--- config.mk ---
export PLATFORM = sky130hd
export DESIGN_NAME = genie_pipe_reg
export DESIGN_NICKNAME = d
export VERILOG_FILES = /design/src/rtl/genie_pkg.sv /design/src/rtl/genie_pipe_reg.sv
export SDC_FILE = /design/constraint.sdc
export NUM_CORES = 1
export LEC_CHECK = 0
export BUFFER_PORTS_ARGS = -buffer_cell sky130_fd_sc_hd__buf_2
export CORE_AREA = 2 2 39 41
export CTS_BUF_LIST = sky130_fd_sc_hd__clkbuf_8 sky130_fd_sc_hd__clkbuf_16
export DETAILED_ROUTE_END_ITERATION = 10
export DIE_AREA = 0 0 41 43
export PLACE_DENSITY = 0.58
export SYNTH_ARGS = -nofsm -noshare
export SYNTH_HDL_FRONTEND = slang
export SYNTH_SLANG_ARGS = --single-unit
--- constraint.sdc ---
create_clock -name clk -period 1.6 [get_ports clk]
set_input_delay 0 -clock clk [delete_from_list [all_inputs] [get_ports clk]]
set_output_delay 0 -clock clk [all_outputs]
set_load 0.02 [all_outputs]
--- src/rtl/genie_pkg.sv ---
// genie_pkg -- shared types and constants for the genie pipeline blocks.
// Holds the skid-buffer occupancy enum and the transfer-counter width.
`timescale 1ns/1ps

package genie_pkg;

    // Occupancy of the two-entry skid buffer.
    typedef enum logic [1:0] {
        EMPTY = 2'd0,   // no entries held
        ONE   = 2'd1,   // main register holds a payload
        FULL  = 2'd2    // main and skid registers both hold payloads
    } pipe_state_e;

    // Width of the optional accepted-transfer statistics counter.
    localparam int XFER_CNT_W = 16;

endpackage : genie_pkg

--- src/rtl/genie_pipe_reg.sv ---
// genie_pipe_reg -- two-entry skid buffer (pipeline register) with a fully
// registered o_ready, so there is no combinational path from i_ready upstream.
//
// The main register drives o_data. The skid register catches the one payload
// that can arrive in the cycle the downstream stalls while o_ready is still 1.
//
// Optional feature: define GENIE_PIPE_REG_STATS_EN to add o_xfer_count, a
// 16-bit wrapping count of accepted downstream transfers.
`timescale 1ns/1ps

module genie_pipe_reg
    import genie_pkg::*;
#(
    parameter int  WIDTH = 0,
    // The default WIDTH of 0 is outside the legal range; clamp to one bit so
    // the port ranges stay well formed when the block is elaborated unset.
    localparam int DW    = (WIDTH > 0) ? WIDTH : 1
) (
    input  logic                  clk,
    input  logic                  reset,
    input  logic [DW-1:0]         i_data,
    input  logic                  i_valid,
    output logic                  o_ready,
    output logic [DW-1:0]         o_data,
    output logic                  o_valid,
    input  logic                  i_ready
`ifdef GENIE_PIPE_REG_STATS_EN
    ,
    output logic [XFER_CNT_W-1:0] o_xfer_count
`endif
);

    pipe_state_e   state_q;
    logic          ready_q;
    logic          valid_q;
    logic [DW-1:0] main_q;
    logic [DW-1:0] skid_q;

    // Handshakes only count when valid and ready are both high together.
    logic in_xfer;
    logic out_xfer;

    assign in_xfer  = i_valid & ready_q;
    assign out_xfer = valid_q & i_ready;

    assign o_ready  = ready_q;
    assign o_valid  = valid_q;
    assign o_data   = main_q;

    // Occupancy FSM with registered ready/valid outputs derived from the next state.
    // NOTE: every register here uses <= so all state updates see the same pre-edge values.
    always_ff @(posedge clk or negedge reset) begin
        if (!reset) begin
            state_q <= EMPTY;
            ready_q <= 1'b0;
            valid_q <= 1'b0;
        end else begin
            case (state_q)
                EMPTY: begin
                    // o_ready rises on the first edge after reset release.
                    ready_q <= 1'b1;
                    if (in_xfer) begin
                        state_q <= ONE;
                        valid_q <= 1'b1;
                    end
                end
                ONE: begin
                    if (in_xfer && !out_xfer) begin
                        state_q <= FULL;
                        ready_q <= 1'b0;
                    end else if (!in_xfer && out_xfer) begin
                        state_q <= EMPTY;
                        valid_q <= 1'b0;
                    end
                end
                FULL: begin
                    // o_ready is low here, so only the output side can move.
                    if (out_xfer) begin
                        state_q <= ONE;
                        ready_q <= 1'b1;
                    end
                end
                default: begin
                    state_q <= EMPTY;
                    ready_q <= 1'b1;
                    valid_q <= 1'b0;
                end
            endcase
        end
    end

    // Payload storage: load main or skid on input transfers, refill main from skid.
    // NOTE: payload registers are deliberately not reset; o_valid qualifies them.
    always_ff @(posedge clk) begin
        case (state_q)
            EMPTY: begin
                if (in_xfer) main_q <= i_data;
            end
            ONE: begin
                if (in_xfer && out_xfer) main_q <= i_data;
                else if (in_xfer)        skid_q <= i_data;
            end
            FULL: begin
                if (out_xfer) main_q <= skid_q;
            end
            default: ;
        endcase
    end

`ifdef GENIE_PIPE_REG_STATS_EN
    logic [XFER_CNT_W-1:0] xfer_cnt_q;

    // Count accepted downstream transfers; wraps naturally from all-ones to zero.
    always_ff @(posedge clk or negedge reset) begin
        if (!reset) xfer_cnt_q <= '0;
        else if (out_xfer) xfer_cnt_q <= xfer_cnt_q + 1'b1;
    end

    assign o_xfer_count = xfer_cnt_q;
`endif

    // A presented payload may only be withdrawn by being accepted downstream.
    a_valid_held: assert property (
        @(posedge clk) disable iff (!reset)
        (valid_q && !i_ready) |=> valid_q
    ) else $error("o_valid fell without an output transfer");

endmodule : genie_pipe_reg
==> results of run 1 <==
-- worst max-delay path by stage --
| stage | startpoint | to | depth (start not counted) |
|---|---|---|---|
| after global routing | o_ready$_DFFE_PN0P_ | state_q[1]$_DFFE_PN0P_ | 3 |
| after detailed placement | o_ready$_DFFE_PN0P_ | o_data$_DFFE_PP_ | 4 |
| after CTS | o_ready$_DFFE_PN0P_ | o_data$_DFFE_PP_ | 4 |
| after floorplan | o_ready$_DFFE_PN0P_ | o_data$_DFFE_PP_ | 4 |
| after global placement | o_ready$_DFFE_PN0P_ | o_data$_DFFE_PP_ | 4 |
| final | o_ready$_DFFE_PN0P_ | o_data$_DFFE_PP_ | 4 |
-- layer usage --
metal / track usage [%] / up-vias / wire length (µm) / part of all wire (%)
li1: - / 140 / - / -
met1: 13.6 / 131 / 363 / 47
met2: 15.3 / 10 / 350 / 45
met3: 6.81 / 2 / 49 / 6.3
met4: 6.00 / 0 / 14 / 1.8
met5: 0 / - / 0 / 0
-- what timing repair did --
action | in CTS | in global routing
hold endpoints to repair | 5 | 0
gates resized for setup | 0 | 0
hold buffers | 2 | 0
setup endpoints to repair | 0 | 0
-- cell type report --
cell class	instances	area, µm²
Timing Repair Buffer	9	55.1
Inverter	7	26.3
Tap cell	16	20.0
Fill cell	139	886
Multi-Input combinational cell	20	195
Sequential cell	6	160
Clock buffer	3	41.3
-- sequential cells by signal, indices dropped and copies added, names as in the netlist --
signal	cells
o_data	1
o_ready	1
o_valid	1
skid_q	1
state_q	2
-- power by group through the flow --
stage	registers (mW)	logic, mW	clock network [mW]
5_1_grt	0.294	0.355	0.244
3_3_place_gp	0.283	0.312	0
2_1_floorplan	0.306	0.204	0
4_1_cts	0.282	0.319	0.231
3_5_place_dp	0.284	0.314	0
6_report	0.283	0.319	0.230
-- stage by stage --
step	util (%)	setup WS [ns]	area, µm²	cells
after floorplan	-	0.238	382	33
after global placement	31.6	0.298	437	56
after detailed placement	31.6	0.288	437	56
after CTS	36.0	0.294	498	61
after global routing	36.0	0.169	498	61
final	36.0	0.290	498	61
-- kinds of logic (layout without fill, tap and decap cells) --
| kind of cell | count (synthesis) | after routing | share of synthesized area (%) |
|---|---|---|---|
| multiplexers | 1 | 1 | 3.93 |
| buffers and inverters | 7 | 19 | 6.88 |
| adder cells (fa/ha/maj) | 4 | 4 | 13.1 |
| AO/OA/AOI/OAI | 5 | 5 | 11.1 |
| flip-flops | 6 | 6 | 42.0 |
| AND/OR/NAND/NOR | 10 | 10 | 23.0 |
-- layout by cell type, fill, tap and decap left out --
cell / instances
nand2b_1: 1
buf_2: 7
edfxtp_1: 2
mux2_4: 1
nand2b_4: 2
nand4bb_2: 1
inv_2: 1
and2_1: 1
o32ai_1: 1
o211ai_1: 2
clkbuf_8: 3
inv_1: 6
nand4b_1: 1
o221ai_1: 1
nand2_2: 1
dlygate4sd3_1: 2
ha_1: 4
nor2_1: 1
dfrtp_1: 4
o32a_1: 1
nor2b_1: 2
==> results.sh, run 1 <==
export IMPL_status="finished, final reports clean"
export IMPL_leakage_nw=0.230
export IMPL_drt_pass1_iter_count=3
export IMPL_synth_top_area_share_pct=26.2
export IMPL_clockPowerShare_pct=27.7
export IMPL_ys_types=18
export IMPL_die_h_um=43
export IMPL_ys_ff_latch=6
export IMPL_maxSlewHeadroom_pct=84.1
export IMPL_routedWlPerCell_um=12.8
export IMPL_vias=283
export IMPL_avgSynthCellArea_um2=11.6
export IMPL_timing_hold_ws_ns=0.119
export IMPL_cpPeakStageDelay_ns=0.39
export IMPL_rr_startpoint="o_ready$_DFFE_PN0P_"
export IMPL_start_kind="flip-flop"
export IMPL_synth_flop_cell="dfrtp_1"
export IMPL_viasPerCell=4.64
export IMPL_critPathSlowestCell="dfrtp_1"
export IMPL_path_delay_family="flip-flops"
export IMPL_synthTopCellsByCount="6 x inv_1, 4 x dfrtp_1, 4 x ha_1"
export IMPL_grt_max_degree=6
export IMPL_layout_drive_gt1_share_pct=35.6
export IMPL_grt_pass1_vias=282
export IMPL_reg2reg_depth=4
export IMPL_skew_ns=0.00226
export IMPL_r2r_end="o_data$_DFFE_PP_"
export IMPL_grt_pass1_wl_um=1260
export IMPL_diodes=0
export IMPL_power_density_mw_per_mm2=1670
export IMPL_nNetsFinal=56
export IMPL_syn_to_final_growth_pct=30.5
export IMPL_hpwl_um=549
export IMPL_crit_required_ns=1.51
export IMPL_post_cts_buffers=0
export IMPL_vdd_drop_max_uv=672
export IMPL_clkLatencyLatePin_ns=0.22
export IMPL_cts_tree="built"
export IMPL_tightestPinTransition_ns=0.238
export IMPL_path_buf_inv=1
export IMPL_cts_sinks=6
export IMPL_hold_viol=0
export IMPL_synth_area_top_cells="dfrtp_1 26%, edfxtp_1 16%, ha_1 13%, nand2b_4 7.2%, inv_1 5.9%"
export IMPL_synthCells=33
export IMPL_drv_slew=0
export IMPL_overflow=0
export IMPL_finalSetupViolCount=0
export IMPL_r2r_slack_ns=0.29
export IMPL_async_reset_ff_share_pct=66.7
export IMPL_num_rows=14
export IMPL_synth_edf_count=2
export IMPL_ys_warn_count=0
export IMPL_critPathArrivalTime_ns=1.22
export IMPL_p_int_mw=0.532
export IMPL_core_area_mm2=0.00138
export IMPL_htree_num_levels=1
export IMPL_top_level_ports=8
export IMPL_combPwrFrac_pct=38.3
export IMPL_wl_um=778
export IMPL_min_period_ns=1.31
export IMPL_drc_errors=0
export IMPL_yosysMostFrequentCell="inv_1"
export IMPL_cts_max_path_buffers=2
export IMPL_p_sw_mw=0.299
export IMPL_seq_area_frac_synth_pct=42.0
export IMPL_crit_type="flip-flop to flip-flop"
export IMPL_end_kind="flip-flop"
export IMPL_seqPwrFrac_pct=34.0
export IMPL_max_freq_mhz=763
export IMPL_rsz0062_at_grt="no"
export IMPL_drtIter0Drc=2
export IMPL_switching_share_pct=36.0
export IMPL_synth_nets=42
export IMPL_initial_core_util_pct=27.6
export IMPL_antenna_found_initial=0
export IMPL_syn_cell_area_um2=382
export IMPL_synth_area_leader_cell="dfrtp_1"
export IMPL_critPathMaxFanout=5
export IMPL_gp_congestion=0.755
export IMPL_min_period_over_period_pct=81.9
export IMPL_die_area_mm2=0.00176
export IMPL_drv_cap=0
export IMPL_grt_usage_pct=11.4
export IMPL_antenna_left=0
export IMPL_die_w_um=41
export IMPL_setup_tns_ns=0
export IMPL_cts_buffers=3
export IMPL_cts_root_buf="clkbuf_8"
export IMPL_cts_clk_slew_worst_paths_ns=0.04
export IMPL_hp_class="input pin to asynchronous set/reset pin"
export IMPL_cp_cell_sequence="and2_1 -> ha_1 -> inv_1 -> o211ai_1"
export IMPL_power_total_mw=0.832
export IMPL_port_buffer_count=7
Power figures use the tool's default switching activity.
==> run 2, diff against run 1 <==
Settings changed: ABC_AREA from default to 1, PLACE_DENSITY 0.58 to 0.57.
Clock period 1.6 ns to 1.3 ns, I/O delays scaled along.
==> run 2 against run 1 <==
Compared with the run above: hold slack worse by 0.0010 ns; first-iteration DRC count is 50% higher; highest routed layer unchanged; area after synthesis is 3.6% lower; sequential power is 18% higher; largest power group unchanged; worst setup slack worse by 0.18 ns; power is 30% higher; final area is 0.50% higher; flip-flop and latch count stayed put; largest cell class unchanged; wire length is 14% lower; fmax is 9.8% higher.
==> results.sh, run 2 <==
export IMPL_status="finished, final reports clean"
export IMPL_min_period_ns=1.19
export IMPL_hold_viol=0
export IMPL_crit_required_ns=1.22
export IMPL_synth_nets=54
export IMPL_yosysMostFrequentCell="nand2_1"
export IMPL_largest_register_ffs=2
export IMPL_clockPowerShare_pct=25.8
export IMPL_critPathArrivalTime_ns=1.12
export IMPL_synth_area_leader_cell="dfrtp_1"
export IMPL_cts_sinks=6
export IMPL_gp_congestion=0.688
export IMPL_ys_warn_count=0
export IMPL_tightestPinTransition_ns=0.235
export IMPL_clkLatencyLatePin_ns=0.22
export IMPL_diodes=0
export IMPL_final_area_um2=500
export IMPL_ys_types=15
export IMPL_finalSetupViolCount=0
export IMPL_layout_drive_gt1_share_pct=30.5
export IMPL_cts_max_path_buffers=2
export IMPL_start_kind="flip-flop"
export IMPL_num_rows=14
export IMPL_die_h_um=43
export IMPL_max_freq_mhz=838
export IMPL_cts_root_buf="clkbuf_8"
export IMPL_drv_cap=0
export IMPL_overflow=0
export IMPL_cts_buffers=3
export IMPL_hpwl_um=545
export IMPL_n_fill_cell=146
export IMPL_layout_commonest_cell="nand2_1"
export IMPL_async_reset_ff_share_pct=66.7
export IMPL_synthTopCellsByCount="11 x nand2_1, 6 x inv_1"
export IMPL_path_buf_inv=1
export IMPL_cts_tree="built"
export IMPL_synth_flop_cell="dfrtp_1"
export IMPL_avgSynthCellArea_um2=8.17
export IMPL_layout_common_cells="10 x nand2_1, 7 x inv_1, 7 x buf_2"
export IMPL_power_density_mw_per_mm2=2160
export IMPL_multi_input_area_um2=179
export IMPL_ys_ff_latch=6
export IMPL_path_delay_family="flip-flops"
export IMPL_vdd_drop_max_uv=703
export IMPL_r2r_end="o_data$_DFFE_PP_"
export IMPL_min_period_over_period_pct=91.8
export IMPL_seqPwrFrac_pct=30.9
export IMPL_post_cts_buffers=0
export IMPL_hp_class="input pin to asynchronous set/reset pin"
export IMPL_cpPeakStageDelay_ns=0.35
export IMPL_syn_to_final_growth_pct=36.1
export IMPL_core_area_mm2=0.00138
export IMPL_routedWlPerCell_um=8.89
export IMPL_drt_pass1_iter_count=2
export IMPL_drv_slew=0
export IMPL_drc_errors=0
export IMPL_p_int_mw=0.653
export IMPL_crit_path_start="o_ready$_DFFE_PN0P_"
export IMPL_post_route_util_pct=36.2
export IMPL_syn_cell_area_um2=368
export IMPL_grt_max_degree=8
export IMPL_die_w_um=41
export IMPL_maxSlewHeadroom_pct=84.3
export IMPL_rr_startpoint="o_ready$_DFFE_PN0P_"
export IMPL_initial_core_util_pct=26.6
export IMPL_grt_pass1_wl_um=1120
export IMPL_drtIter0Drc=3
export IMPL_cts_clk_slew_worst_paths_ns=0.04
export IMPL_htree_num_levels=1
export IMPL_synth_area_top_cells="dfrtp_1 27%, edfxtp_1 16%, ha_1 14%, nand2_1 11%, inv_1 6.1%"
export IMPL_seqCellArea_um2=160
export IMPL_vias=315
export IMPL_r2r_slack_ns=0.11
export IMPL_synth_top_area_share_pct=27.2
export IMPL_critPathSlowestCell="dfrtp_1"
export IMPL_critPathMaxFanout=4
export IMPL_synthCells=45
export IMPL_reg2reg_depth=5
export IMPL_cp_cell_sequence="nand2_1 -> inv_1 -> ha_1 -> a21oi_1 -> nor2_1"
export IMPL_crit_type="flip-flop to flip-flop"
export IMPL_antenna_left=0
export IMPL_die_area_mm2=0.00176
export IMPL_seq_area_frac_synth_pct=43.5
export IMPL_port_buffer_count=7
export IMPL_nNetsFinal=69
export IMPL_switching_share_pct=39.6
export IMPL_setup_tns_ns=0
export IMPL_antenna_found_initial=0
export IMPL_synth_edf_count=2
export IMPL_timing_hold_ws_ns=0.118
export IMPL_top_level_ports=8
export IMPL_leakage_nw=0.273
export IMPL_end_kind="flip-flop"
export IMPL_viasPerCell=4.20
export IMPL_grt_usage_pct=10.1
export IMPL_regMostFlops="state_q"
export IMPL_grt_pass1_vias=287
export IMPL_placed_cell_area_um2=430
export IMPL_wl_um=667
export IMPL_combPwrFrac_pct=43.4
export IMPL_rsz0062_at_grt="no"
export IMPL_p_sw_mw=0.428
export IMPL_skew_ns=0.00145
run 2: cell types whose count changed after synthesis, moves of 2 or more:
cell	previous run	this run
nand2_1	0	11
nand3_1	0	4
nor2_1	1	4
inv_2	1	3
nand2b_4	2	0
nor2b_1	2	0
o211ai_1	2	0
run 2: worst max-delay path by stage:
stage | cells after the start | endpoint | slack [ns]
floorplan | 5 | o_data$_DFFE_PP_ | 0.000006
global placement | 5 | o_data$_DFFE_PP_ | 0.09
detailed placement | 5 | o_data$_DFFE_PP_ | 0.08
CTS | 5 | o_data$_DFFE_PP_ | 0.08
global route | 7 | state_q[0]$_DFFE_PN0P_ | 0.006
finish | 5 | o_data$_DFFE_PP_ | 0.11
run 2: logic make-up (layout without fill, tap and decap cells):
| group | after synthesis | in the layout | synth area share, % |
|---|---|---|---|
| fa+ha+maj | 4 | 4 | 13.6 |
| flops | 6 | 6 | 43.5 |
| compound gates | 5 | 5 | 8.16 |
| buf+inv | 9 | 23 | 9.18 |
| simple gates | 21 | 21 | 25.5 |
run 2: metal layers:
layer / GRT usage (%) / wire, µm
met1: 12.2 / 311
met5: 0 / 0
met2: 13.1 / 322
met3: 4.71 / 27
met4: 8.00 / 5
run 2: layout make-up:
class	count	share of cell area, %
Multi-Input combinational cell	30	35.8
Tap cell	16	4.00
Clock buffer	3	8.25
Sequential cell	6	32.0
Clock inverter	1	0.750
Timing Repair Buffer	10	12.5
Inverter	9	6.75
run 2: what timing repair did:
action	4_1_cts	5_1_grt
resized for setup	0	2
hold buffers	2	0
hold endpoints to repair	5	0
endpoints found under the setup margin	0	2
run 2: power by group through the flow:
| stage | combinational (mW) | sequential (mW) | clock (mW) |
|---|---|---|---|
| 3_3_place_gp | 0.461 | 0.335 | 0 |
| 4_1_cts | 0.471 | 0.333 | 0.289 |
| 6_report | 0.469 | 0.334 | 0.279 |
| 2_1_floorplan | 0.294 | 0.382 | 0 |
| 3_5_place_dp | 0.463 | 0.336 | 0 |
| 5_1_grt | 0.533 | 0.345 | 0.303 |
run 2: metrics by stage:
step	worst slack [ns]	instances	power (mW)
6_report	0.107	75	1.08
5_1_grt	0.00587	75	1.18
4_1_cts	0.0813	75	1.09
2_1_floorplan	0.00000577	45	0.676
3_3_place_gp	0.0891	69	0.796
3_5_place_dp	0.0835	69	0.799
==> run 3, diff against run 2 <==
Settings changed: PLACE_DENSITY 0.57 to default.
==> run 3 against run 2 <==
Compared with the run above: final area shrank 1.7%; largest power group unchanged; sequential power is essentially flat; critical path type unchanged; clock power is essentially flat; first-iteration DRC count grew 100%; non-clock buffer count is the same; clock-buffer cell count is the same; utilization shrank 0.63 points.
==> results.sh, run 3 (synthesized netlist as in run 2, its figures left out) <==
export IMPL_status="finished, final reports clean"
export IMPL_maxSlewHeadroom_pct=84.0
export IMPL_antenna_found_initial=0
export IMPL_cp_cell_sequence="nand2_1 -> inv_1 -> ha_1 -> inv_1 -> nand2_1 -> nand2_1 -> nand2_1 -> nand2_1 -> nand2_1"
export IMPL_timing_hold_ws_ns=0.104
export IMPL_cpPeakStageDelay_ns=0.38
export IMPL_grt_usage_pct=11.0
export IMPL_min_period_over_period_pct=92.2
export IMPL_min_period_ns=1.20
export IMPL_stdcell_count=74
export IMPL_rr_startpoint="o_ready$_DFFE_PN0P_"
export IMPL_skew_ns=0.00254
export IMPL_cts_clk_slew_worst_paths_ns=0.04
export IMPL_layout_common_cells="11 x nand2_1, 7 x buf_2, 6 x inv_1"
export IMPL_multi_input_area_um2=174
export IMPL_setup_tns_ns=0
export IMPL_path_buf_inv=2
export IMPL_grt_pass1_vias=303
export IMPL_gp_congestion=0.858
export IMPL_top_level_ports=8
export IMPL_hpwl_um=565
export IMPL_layout_drive_gt1_share_pct=27.6
export IMPL_critPathArrivalTime_ns=1.31
export IMPL_finalSetupViolCount=0
export IMPL_die_area_mm2=0.00176
export IMPL_critPathSlowestCell="dfrtp_1"
export IMPL_cts_sinks=6
export IMPL_max_freq_mhz=834
export IMPL_cts_tree="built"
export IMPL_cts_buffers=3
export IMPL_tightestPinTransition_ns=0.240
export IMPL_cp_depth=9
export IMPL_end_kind="flip-flop"
export IMPL_largest_register_ffs=2
export IMPL_crit_path_start="o_ready$_DFFE_PN0P_"
export IMPL_n_fill_cell=156
export IMPL_htree_num_levels=1
export IMPL_crit_type="flip-flop to flip-flop"
export IMPL_die_w_um=41
export IMPL_vias=320
export IMPL_hp_class="input pin to asynchronous set/reset pin"
export IMPL_r2r_slack_ns=0.10
export IMPL_regMostFlops="state_q"
export IMPL_wl_um=711
export IMPL_drc_errors=0
export IMPL_cts_root_buf="clkbuf_8"
export IMPL_vdd_drop_max_uv=1130
export IMPL_rsz0062_at_grt="no"
export IMPL_reg2reg_depth=9
export IMPL_drv_slew=0
export IMPL_leakage_nw=0.268
export IMPL_overflow=0
export IMPL_r2r_end="o_valid$_DFFE_PN0P_"
export IMPL_cts_resized=0
export IMPL_port_buffer_count=7
export IMPL_antenna_left=0
export IMPL_diodes=0
export IMPL_initial_core_util_pct=26.6
export IMPL_die_h_um=43
export IMPL_seqCellArea_um2=160
export IMPL_power_density_mw_per_mm2=2200
export IMPL_drv_cap=0
export IMPL_clkLatencyLatePin_ns=0.22
export IMPL_critPathMaxFanout=4
export IMPL_crit_path_frequent_cell="nand2_1"
export IMPL_cts_max_path_buffers=2
export IMPL_viasPerCell=4.32
export IMPL_layout_commonest_cell="nand2_1"
export IMPL_core_area_mm2=0.00138
export IMPL_hold_viol=0
export IMPL_routedWlPerCell_um=9.61
export IMPL_grt_pass1_wl_um=1210
export IMPL_crit_required_ns=1.41
export IMPL_grt_max_degree=8
export IMPL_nNetsFinal=69
export IMPL_syn_to_final_growth_pct=33.7
export IMPL_drt_pass1_iter_count=4
export IMPL_path_delay_family="flip-flops"
export IMPL_num_rows=14
export IMPL_dp_cells=69
export IMPL_drtIter0Drc=6
export IMPL_start_kind="flip-flop"
run 3: worst max-delay path by stage:
stage / to / slack (ns)
4_1_cts: o_valid$_DFFE_PN0P_ / 0.09
3_5_place_dp: o_valid$_DFFE_PN0P_ / 0.10
3_3_place_gp: o_valid$_DFFE_PN0P_ / 0.11
6_report: o_valid$_DFFE_PN0P_ / 0.10
5_1_grt: o_valid$_DFFE_PN0P_ / 0.01
2_1_floorplan: o_data$_DFFE_PP_ / 0.000006
run 3: what timing repair did:
action	in CTS	in global routing
hold buffers	2	0
endpoints found under the hold margin	5	0
setup buffers	0	0
run 3: where the power goes:
| group | switching (mW) | internal [mW] | total (mW) |
|---|---|---|---|
| Clock | 0.0817 | 0.199 | 0.281 |
| Combinational | 0.301 | 0.170 | 0.471 |
| Sequential | 0.0520 | 0.280 | 0.332 |
run 3: stage by stage:
| step | setup slack, ns | total power [mW] | utilization [%] | area (µm²) |
|---|---|---|---|---|
| 4_1_cts | 0.0924 | 1.10 | 35.5 | 492 |
| 6_report | 0.101 | 1.08 | 35.5 | 492 |
| 5_1_grt | 0.0128 | 1.18 | 35.5 | 492 |
| 3_5_place_dp | 0.104 | 0.802 | 31.1 | 430 |
| 2_1_floorplan | 0.00000577 | 0.676 | - | 368 |
| 3_3_place_gp | 0.106 | 0.800 | 31.1 | 430 |
run 3: layout make-up:
class / instances / share of cell area (%)
repair buffers: 10 / 12.7
well taps: 16 / 4.07
inverters: 9 / 6.87
flip-flops and latches: 6 / 32.6
clock buffers: 3 / 8.40
multi-input cells: 30 / 35.4
run 3: routing by layer:
layer / track usage, % / vias up / part of all wire, % / wire, µm
met5: 0 / - / 0 / 0
met4: 10.0 / 0 / 4.4 / 31
met3: 4.71 / 4 / 3.8 / 27
met2: 14.4 / 6 / 47 / 333
met1: 12.8 / 141 / 45 / 318
li1: - / 169 / - / -
run 3: worst register-to-register path, cell delays in order, from the launching register on:
cell and delay (ns):
dfrtp_1 0.38, nand2_1 0.08, inv_1 0.09, ha_1 0.23, inv_1 0.06, nand2_1 0.04
nand2_1 0.06, nand2_1 0.06, nand2_1 0.05, nand2_1 0.05
